$ cat src/rtl/button_conditioner.sv
// Per-channel debounce, press/release pulse and auto-repeat for raw push-buttons.
// Define BTN_AUTOREPEAT_EN to build the hold counters that drive btn_repeat.
module button_conditioner #(
    parameter int NUM_BTN         = 5,
    parameter int DEBOUNCE_CYCLES = 500000,
    parameter int REPEAT_DELAY    = 25000000,
    parameter int REPEAT_RATE     = 5000000
) (
    input  logic               InputClock,
    input  logic               rst,
    input  logic [NUM_BTN-1:0] btn_raw,
    output logic [NUM_BTN-1:0] btn_level,
    output logic [NUM_BTN-1:0] btn_press,
    output logic [NUM_BTN-1:0] btn_release,
    output logic [NUM_BTN-1:0] btn_repeat
);

    localparam int              CW       = $clog2(DEBOUNCE_CYCLES + 1);
    localparam logic [CW-1:0]   CNT_LAST = CW'(DEBOUNCE_CYCLES - 1);

    logic [NUM_BTN-1:0] sync_p0;
    logic [NUM_BTN-1:0] sync_p1;
    logic [CW-1:0]      cnt [NUM_BTN];
    logic [NUM_BTN-1:0] diff;
    logic [NUM_BTN-1:0] accept;

    // Stage p0/p1: two-flop synchronizer for the asynchronous raw levels
    always_ff @(posedge InputClock) begin
        if (rst) begin
            sync_p0 <= '0;
            sync_p1 <= '0;
        end else begin
            sync_p0 <= btn_raw;
            sync_p1 <= sync_p0;
        end
    end

    always_comb begin
        diff   = sync_p1 ^ btn_level;
        accept = '0;
        for (int i = 0; i < NUM_BTN; i++) begin
            accept[i] = diff[i] && (cnt[i] == CNT_LAST);
        end
    end

    // Debounce stage: level toggles on the edge where the mismatch has lasted DEBOUNCE_CYCLES
    always_ff @(posedge InputClock) begin
        if (rst) begin
            for (int i = 0; i < NUM_BTN; i++) begin
                cnt[i] <= '0;
            end
            btn_level   <= '0;
            btn_press   <= '0;
            btn_release <= '0;
        end else begin
            for (int i = 0; i < NUM_BTN; i++) begin
                if (!diff[i] || accept[i]) begin
                    cnt[i] <= '0;
                end else begin
                    cnt[i] <= cnt[i] + CW'(1);
                end
            end
            btn_level   <= btn_level ^ accept;
            btn_press   <= accept & ~btn_level;
            btn_release <= accept & btn_level;
        end
    end

`ifdef BTN_AUTOREPEAT_EN
    localparam int            RMAX       = (REPEAT_DELAY > REPEAT_RATE) ? REPEAT_DELAY : REPEAT_RATE;
    localparam int            HW         = $clog2(RMAX + 1);
    localparam logic [HW-1:0] DELAY_LAST = HW'(REPEAT_DELAY - 1);
    localparam logic [HW-1:0] RATE_LAST  = HW'(REPEAT_RATE - 1);

    logic [HW-1:0]      hold [NUM_BTN];
    logic [NUM_BTN-1:0] rate_phase;
    logic [NUM_BTN-1:0] rep_hit;

    // A falling level is excluded here so no pulse lands in the release cycle
    always_comb begin
        rep_hit = '0;
        for (int i = 0; i < NUM_BTN; i++) begin
            rep_hit[i] = btn_level[i] && !accept[i] &&
                         (hold[i] == (rate_phase[i] ? RATE_LAST : DELAY_LAST));
        end
    end

    // Repeat stage: hold counter restarts each period, so it never runs past its limit
    always_ff @(posedge InputClock) begin
        if (rst) begin
            for (int i = 0; i < NUM_BTN; i++) begin
                hold[i] <= '0;
            end
            rate_phase <= '0;
            btn_repeat <= '0;
        end else begin
            for (int i = 0; i < NUM_BTN; i++) begin
                if (!btn_level[i] || accept[i]) begin
                    hold[i]       <= '0;
                    rate_phase[i] <= 1'b0;
                end else if (rep_hit[i]) begin
                    hold[i]       <= '0;
                    rate_phase[i] <= 1'b1;
                end else begin
                    hold[i] <= hold[i] + HW'(1);
                end
            end
            btn_repeat <= rep_hit;
        end
    end
`else
    assign btn_repeat = '0;
`endif

endmodule
$ cat config.mk
export PLATFORM = sky130hd
export DESIGN_NAME = button_conditioner
export DESIGN_NICKNAME = d
export VERILOG_FILES = /design/src/rtl/button_conditioner.sv
export SDC_FILE = /design/constraint.sdc
export NUM_CORES = 1
export LEC_CHECK = 0
export CORE_MARGIN = 4
export CORE_UTILIZATION = 40
export DETAILED_ROUTE_END_ITERATION = 6
export PLACE_DENSITY = 0.59
export SYNTH_ARGS = -nofsm -noshare
export SYNTH_HDL_FRONTEND = slang
export SYNTH_SLANG_ARGS = --single-unit
$ cat constraint.sdc
create_clock -name InputClock -period 2.29 [get_ports InputClock]
set_input_delay 0.458 -clock InputClock [delete_from_list [all_inputs] [get_ports InputClock]]
set_output_delay 0.458 -clock InputClock [all_outputs]
set_load 0.02 [all_outputs]
==> out/results.ini, run 1 <==
[run_status]
status = complete, no violations

[clock_tree]
cts-hold-fix-buffers = 0
htree_levels = 4
cts.clk_slew.worst_paths_ns = 0.05
cts_tree = yes
postCtsSetupBuffers = 0
cts-resized-gates = 0
cts_buffer_depth = 2
cts_root_buffer = clkbuf_16
cts_sinks = 120
cts_buffers = 17
clk_latency_ns = 0.41

[synth]
synth-main-ff-cell = edfxtp_1
synthTopCellsByCount = 95 x edfxtp_1, 70 x nor2_1, 35 x a21oi_1
yosys.area_share.adder_pct = 1.018
yosysWarningCount = 0
synth_top_area_cell = edfxtp_1
yosysSeqAreaShare_pct = 54.54
synth-xor-area-share_pct = 8.120
yosysUniqueCellTypes = 45
synth_area_um2 = 6148
synthArstFlopShare_pct = 0
synthMuxAreaShare_pct = 0
synth_most_common_cell = edfxtp_1
synth.area.top_cells = edfxtp_1 46%, dfxtp_1 8.1%, nor2_1 4.3%, xor2_1 4.3%, xnor2_1 3.8%
syn-mean-instance-area_um2 = 10.46
synth_top_area_share_pct = 46.40
synth_compound_area_share_pct = 7.611
synth_top_family_by_area = simple AND/OR/NAND/NOR gates
synth-edff-count = 95
yosys_register_bits = 120
synth-simple-area-share_pct = 24.91
synth_cells = 588

[floorplanning]
core_area_um2 = 15150
fp.dieArea_um2 = 17420
initial_core_util_pct = 40.59
top_level_ports = 27
rows = 45
die_x_um = 132.0
die_h_um = 132.0

[setup_path]
cp_data_required_time_ns = 2.44
rrSetupSlack_ns = 0.11
reg2regPathDepth = 5
arrival_ns = 2.33
start_kind = flip-flop
timing.rr.end = cnt[1][17]$_SDFFCE_PN0P_
crit_fanout = 9
crit_type = flip-flop to flip-flop
end_kind = flip-flop
reg2reg_from = cnt[1][11]$_SDFFCE_PN0P_

[routing]
drc_errors = 0
viasPerCell = 4.874
wire_per_inst_um = 12.14
drt_iter0_markers = 248
ant_nets = 0
drt_wl_total_mm = 11.21
vias = 4504
firstDrtPassIters = 4

[layout]
multi_input_area_um2 = 2940
stdcell_count = 924
seq_area_um2 = 3353
antennaDiodeCount = 0
fillers = 1388
syn2layout_area_growth_pct = 24.68
drive_gt1_share_pct = 8.832
final_nets = 735

[pwr]
power_w = 0.005563
p_leak_nw = 2.672
powerDensity_nw_per_um2 = 725.7
peakVddDrop_v = 0.0007853

[place]
placed_cells = 892
gp_congestion = 0.7746
port_buffers = 21
dp.final_hpwl_mm = 8.228

[min_path]
holdPathEnd = sync_p1[4]$_SDFF_PP0_
holdPathStages = 1
hold_path.class = flip-flop to flip-flop
hold_path.startpoint = sync_p0[4]$_SDFF_PP0_

[timing]
period_needed_ns = 2.178
slew_violations = 0
hold_viol = 0
finalSetupViolations = 0
fmax_mhz = 459.1
final.setup_skew_ns = 0.006214
rsz0062_at_grt = false
tns_ns = 0
post-route-period-util_pct = 95.11

[global_routing]
antenna_found_initial = 0
grt_usage_pct = 13.68
grt_pass1_wl_mm = 19.57
grt_overflow = 0
grt_max_degree = 26
grt_pass1_vias = 4263

[run]
drv_cap = 0

## per-layer routing
layer | part of all wire [%] | GRT usage [%] | up-vias
met3 | 3.5 | 4.656 | 10
met4 | 1.2 | 4.551 | 0
met2 | 49 | 22.55 | 56
met1 | 46 | 16.89 | 2103
met5 | 0 | 0 | -
li1 | - | - | 2335
## flip-flops by register name, indices dropped and copies added (netlist names), named ones only
| name | cells |
|---|---|
| btn_press | 5 |
| btn_release | 5 |
| cnt | 95 |
| sync_p0 | 5 |
| sync_p1 | 5 |
## where the power goes
group / internal [W] / total [W] / switching (W)
registers: 0.00244 / 0.00252 / 0.0000802
clock network: 0.00195 / 0.00284 / 0.000892
logic: 0.0000870 / 0.000205 / 0.000118
total: 0.00447 / 0.00556 / 0.00109
## placed cells by master, fill, tap and decap left out, types with 4 or more instances in the layout
cell type        Yosys  final
and2_1               5      5
or3_1               27     27
and4_1               9      9
xnor2_1             27     27
nand2_1             27     27
and3_1               7      7
or2_2                4      4
o21ai_0             26     26
clkdlybuf4s50_1      0     21
edfxtp_1            95     95
nor2b_1             11     11
clkbuf_8             0      4
clkbuf_16            0     19
nor2_1              70     70
nor4_1              11     11
buf_4                6     20
nand3_1             32     32
dfxtp_1             25     25
conb_1               2    100
inv_1               24     24
o31ai_1              7      7
nand4_1             26     26
nor3_1              15     15
ha_1                 5      5
xor2_1              30     30
or4_1               13     12
nand2b_1             6      6
a21oi_1             35     35
## cell families (layout without fill, tap and decap cells)
group                    Yosys count  in the layout
flip-flops                       120            120
XOR/XNOR                          57             57
AO/OA/AOI/OAI                     78             78
buffers and inverters             49             99
adder cells (fa/ha/maj)            5              5
other                              2            100
AND/OR/NAND/NOR                  277            277
## how the worst max path moves through the flow
| stage | startpoint | to | slack (ns) | cells past startpoint |
|---|---|---|---|---|
| 6_report | cnt[1][11]$_SDFFCE_PN0P_ | cnt[1][17]$_SDFFCE_PN0P_ | 0.11 | 5 |
| 5_1_grt | cnt[4][14]$_SDFFCE_PN0P_ | cnt[4][17]$_SDFFCE_PN0P_ | 0.02 | 5 |
| 3_5_place_dp | cnt[1][11]$_SDFFCE_PN0P_ | cnt[1][17]$_SDFFCE_PN0P_ | 0.12 | 5 |
| 4_1_cts | cnt[1][11]$_SDFFCE_PN0P_ | cnt[1][17]$_SDFFCE_PN0P_ | 0.11 | 5 |
| 3_3_place_gp | cnt[4][14]$_SDFFCE_PN0P_ | cnt[4][11]$_SDFFCE_PN0P_ | 0.15 | 5 |
| 2_1_floorplan | cnt[1][10]$_SDFFCE_PN0P_ | cnt[1][8]$_SDFFCE_PN0P_ | 0.10 | 6 |
## critical path, cell delays in order (launching register included)
cell and delay [ns]:
edfxtp_1 0.42, or4b_1 0.53, or4_1 0.59, o21bai_4 0.14
buf_4 0.18, a21oi_1 0.05
## layout make-up
class                   instances  area share (%)
repair buffers                 43           5.223
clock buffers                  26           7.067
flip-flops and latches        120           43.74
clock inverters                 6           1.371
multi-input cells             517           38.35
well taps                     188           3.068
inverters                      24           1.175
## metrics by stage
| step | util (%) | instance area [um^2] | hold slack [ns] | setup slack, ns |
|---|---|---|---|---|
| floorplan | - | 6516 | 0.4138 | 0.1001 |
| global placement | 46.32 | 7015 | 0.4326 | 0.1499 |
| detailed placement | 46.32 | 7015 | 0.4325 | 0.1195 |
| CTS | 50.59 | 7662 | 0.4423 | 0.1068 |
| global route | 50.62 | 7666 | 0.4639 | 0.02286 |
| finish | 50.62 | 7666 | 0.4435 | 0.1120 |
(Power assumes the default switching activity.)
==> inputs of run 2 (changes only) <==
--- a/config.mk
+++ b/config.mk
@@ -5,10 +5,13 @@
 export SDC_FILE = /design/constraint.sdc
 export NUM_CORES = 1
 export LEC_CHECK = 0
+export CELL_PAD_IN_SITES_DETAIL_PLACEMENT = 2
+export CELL_PAD_IN_SITES_GLOBAL_PLACEMENT = 2
 export CORE_MARGIN = 4
-export CORE_UTILIZATION = 40
+export CORE_UTILIZATION = 38
 export DETAILED_ROUTE_END_ITERATION = 6
-export PLACE_DENSITY = 0.59
+export DONT_BUFFER_PORTS = 1
+export PLACE_DENSITY = 0.75
 export SYNTH_ARGS = -nofsm -noshare
 export SYNTH_HDL_FRONTEND = slang
 export SYNTH_SLANG_ARGS = --single-unit
==> run 2 against run 1 <==
Compared with the run above:
- highest routed layer unchanged
- first-iteration DRC count decreased by 25%
- non-clock buffer count down 15
- maximum frequency decreased by 1.4%
- register-to-register slack worse by 0.03 ns
- global-route usage rose by 4.1 points
- die area increased by 4.9%
- largest power group unchanged
- combinational power about the same
- design area fell by 1.8%
- via count up 5.4%
- sequential cell count is the same
- clock skew rose by 0.0021 ns
==> out/results.ini, run 2 (same netlist as run 1, synthesis figures left out) <==
[run_status]
status = complete, no violations

[timing]
post-route-period-util_pct = 96.43  ; +1.3 points
slew_violations = 0  ; unchanged
final.setup_skew_ns = 0.008313  ; +0.002098 ns
period_needed_ns = 2.208  ; +0.03022 ns
tns_ns = 0  ; unchanged
rsz0062_at_grt = false
hold_viol = 0  ; unchanged
finalSetupViolations = 0  ; unchanged
fmax_mhz = 452.9  ; -1.4%

[pwr]
clkPwrFrac_pct = 51.9  ; +0.8 points
p_int_w = 0.004517  ; +0.97%
switching_share_pct = 20.36  ; +0.78 points
peakVddDrop_v = 0.0004922  ; -37%
powerDensity_nw_per_um2 = 753.3  ; +3.8%
p_leak_nw = 2.625  ; -1.8%
sequentialPowerShare_pct = 44.4  ; -0.8 points
power_switching_w = 0.001155  ; +6.0%
combPwrFrac_pct = 3.7  ; about the same

[routing]
drt_iter0_markers = 187  ; -25%
viasPerCell = 5.073  ; +4.1%
vias = 4748  ; +5.4%
ant_nets = 0  ; unchanged
wire_per_inst_um = 16.37  ; +35%
firstDrtPassIters = 4  ; unchanged
drc_errors = 0  ; unchanged
drt_wl_total_mm = 15.32  ; +37%

[layout]
antennaDiodeCount = 0  ; unchanged
multi_input_area_um2 = 2940  ; unchanged
largest_register_ffs = 95  ; unchanged
syn2layout_area_growth_pct = 22.45
seq_area_um2 = 3353  ; unchanged
drive_gt1_share_pct = 9.861  ; +1.0 points
final_common_cell = conb_1
stdcell_count = 936  ; +1.3%
layout_common_cells = 100 x conb_1, 95 x edfxtp_1, 70 x nor2_1
fillers = 1707  ; +23%
final_nets = 720  ; -2.0%
finalCoreUtilization_pct = 47.39  ; -3.2 points
top_register = cnt

[setup_path]
reg2regPathDepth = 5  ; unchanged
rrSetupSlack_ns = 0.08  ; -0.03 ns
critPathTopFamily = simple AND/OR/NAND/NOR gates
crit_chain = or4b_2 > or3_1 > o21bai_4 > buf_4 > a21oi_1
cp_data_required_time_ns = 2.45  ; about the same
timing.rr.end = cnt[3][15]$_SDFFCE_PN0P_
end_kind = flip-flop
cpPeakStageDelay_ns = 0.71  ; +0.12 ns
start_kind = flip-flop
worst-path-buf-inv = 1  ; unchanged
critPathSlowestCell = or4b_2
arrival_ns = 2.37  ; +0.04 ns
reg2reg_from = cnt[3][12]$_SDFFCE_PN0P_
crit_fanout = 6  ; -3
crit_type = flip-flop to flip-flop

[clock_tree]
htree_levels = 4  ; unchanged
cts_buffers = 17  ; unchanged
postCtsSetupBuffers = 0  ; unchanged
cts_sinks = 120  ; unchanged
clk_latency_ns = 0.42  ; about the same
cts_root_buffer = clkbuf_16
cts.clk_slew.worst_paths_ns = 0.05  ; about the same
cts-hold-fix-buffers = 0  ; unchanged
cts_tree = yes
cts_buffer_depth = 2  ; unchanged

[global_routing]
antenna_found_initial = 0  ; unchanged
busiest_layer = met2
grt.met2_usage_pct = 32.83  ; +10 points
grt_pass1_vias = 5180  ; +22%
grt_pass1_wl_mm = 25.86  ; +32%
grt_max_degree = 26  ; unchanged
grtUsageMet1_pct = 20.69  ; +3.8 points
grt_usage_pct = 17.80  ; +4.1 points
grt_overflow = 0  ; unchanged
met3_usage_pct = 3.603  ; -1.1 points

[floorplanning]
fp.dieArea_um2 = 18280  ; +4.9%
initial_core_util_pct = 38.71  ; -1.9 points
top_level_ports = 27  ; unchanged
die_h_um = 135.2  ; +2.4%
rows = 46  ; +2.2%
die_x_um = 135.2  ; +2.4%
core_area_um2 = 15890  ; +4.9%

[place]
dp.final_hpwl_mm = 10.79  ; +31%
placed_cells = 905  ; +1.5%
gp_congestion = 0.7454  ; -3.8%
port_buffers = 0  ; -100%

[run]
drv_cap = 0  ; unchanged

[min_path]
hold_path.startpoint = rst
hold_path.class = input port to flip-flop
holdPathStages = 1  ; unchanged

[run 2: layout make-up]
type / instances / area share (%)
clock inverters: 9 / 2.260
multi-input cells: 517 / 39.06
inverters: 24 / 1.197
well taps: 216 / 3.590
clock buffers: 22 / 6.299
repair buffers: 28 / 3.058
flip-flops and latches: 120 / 44.54
[run 2: routing by layer]
| metal | up-vias | wire length (um) |
|---|---|---|
| met2 | 39 | 8225 |
| li1 | 2298 | - |
| met5 | - | 0 |
| met1 | 2396 | 6604 |
| met4 | 0 | 175 |
| met3 | 15 | 318 |
[run 2: what timing repair did]
item | 4_1_cts | 5_1_grt
setup endpoints to repair | 0 | 3
gates resized for setup | 0 | 3
endpoints found under the hold margin | 0 | 0
[run 2: worst max-delay path by stage]
stage / from / endpoint / cells past startpoint
detailed placement: cnt[1][14]$_SDFFCE_PN0P_ / cnt[1][16]$_SDFFCE_PN0P_ / 5
finish: cnt[3][12]$_SDFFCE_PN0P_ / cnt[3][15]$_SDFFCE_PN0P_ / 5
global route: cnt[1][14]$_SDFFCE_PN0P_ / cnt[1][8]$_SDFFCE_PN0P_ / 5
floorplan: cnt[1][10]$_SDFFCE_PN0P_ / cnt[1][8]$_SDFFCE_PN0P_ / 6
CTS: cnt[4][0]$_SDFFCE_PN0P_ / cnt[4][18]$_SDFFCE_PN0P_ / 5
global placement: cnt[3][12]$_SDFFCE_PN0P_ / cnt[3][5]$_SDFFCE_PN0P_ / 5
[run 2: power by group through the flow]
stage	combinational, W	clock (W)	sequential [W]
2_1_floorplan	0.000158	0	0.00253
3_3_place_gp	0.000188	0	0.00255
3_5_place_dp	0.000198	0	0.00256
4_1_cts	0.000204	0.00301	0.00252
5_1_grt	0.000239	0.00311	0.00253
6_report	0.000208	0.00295	0.00252
[run 2: metrics by stage]
step                      hold WS, ns  cell area (um^2)  total power [W]  setup slack [ns]
after floorplan                0.4138              6516         0.002690            0.1001
after global placement         0.4221              6873         0.002740            0.1396
after detailed placement       0.4508              6873         0.002757           0.08551
after CTS                     0.09473              7517         0.005734           0.03204
after global routing          0.09415              7528         0.005881          0.009350
final                          0.1152              7528         0.005672           0.08180
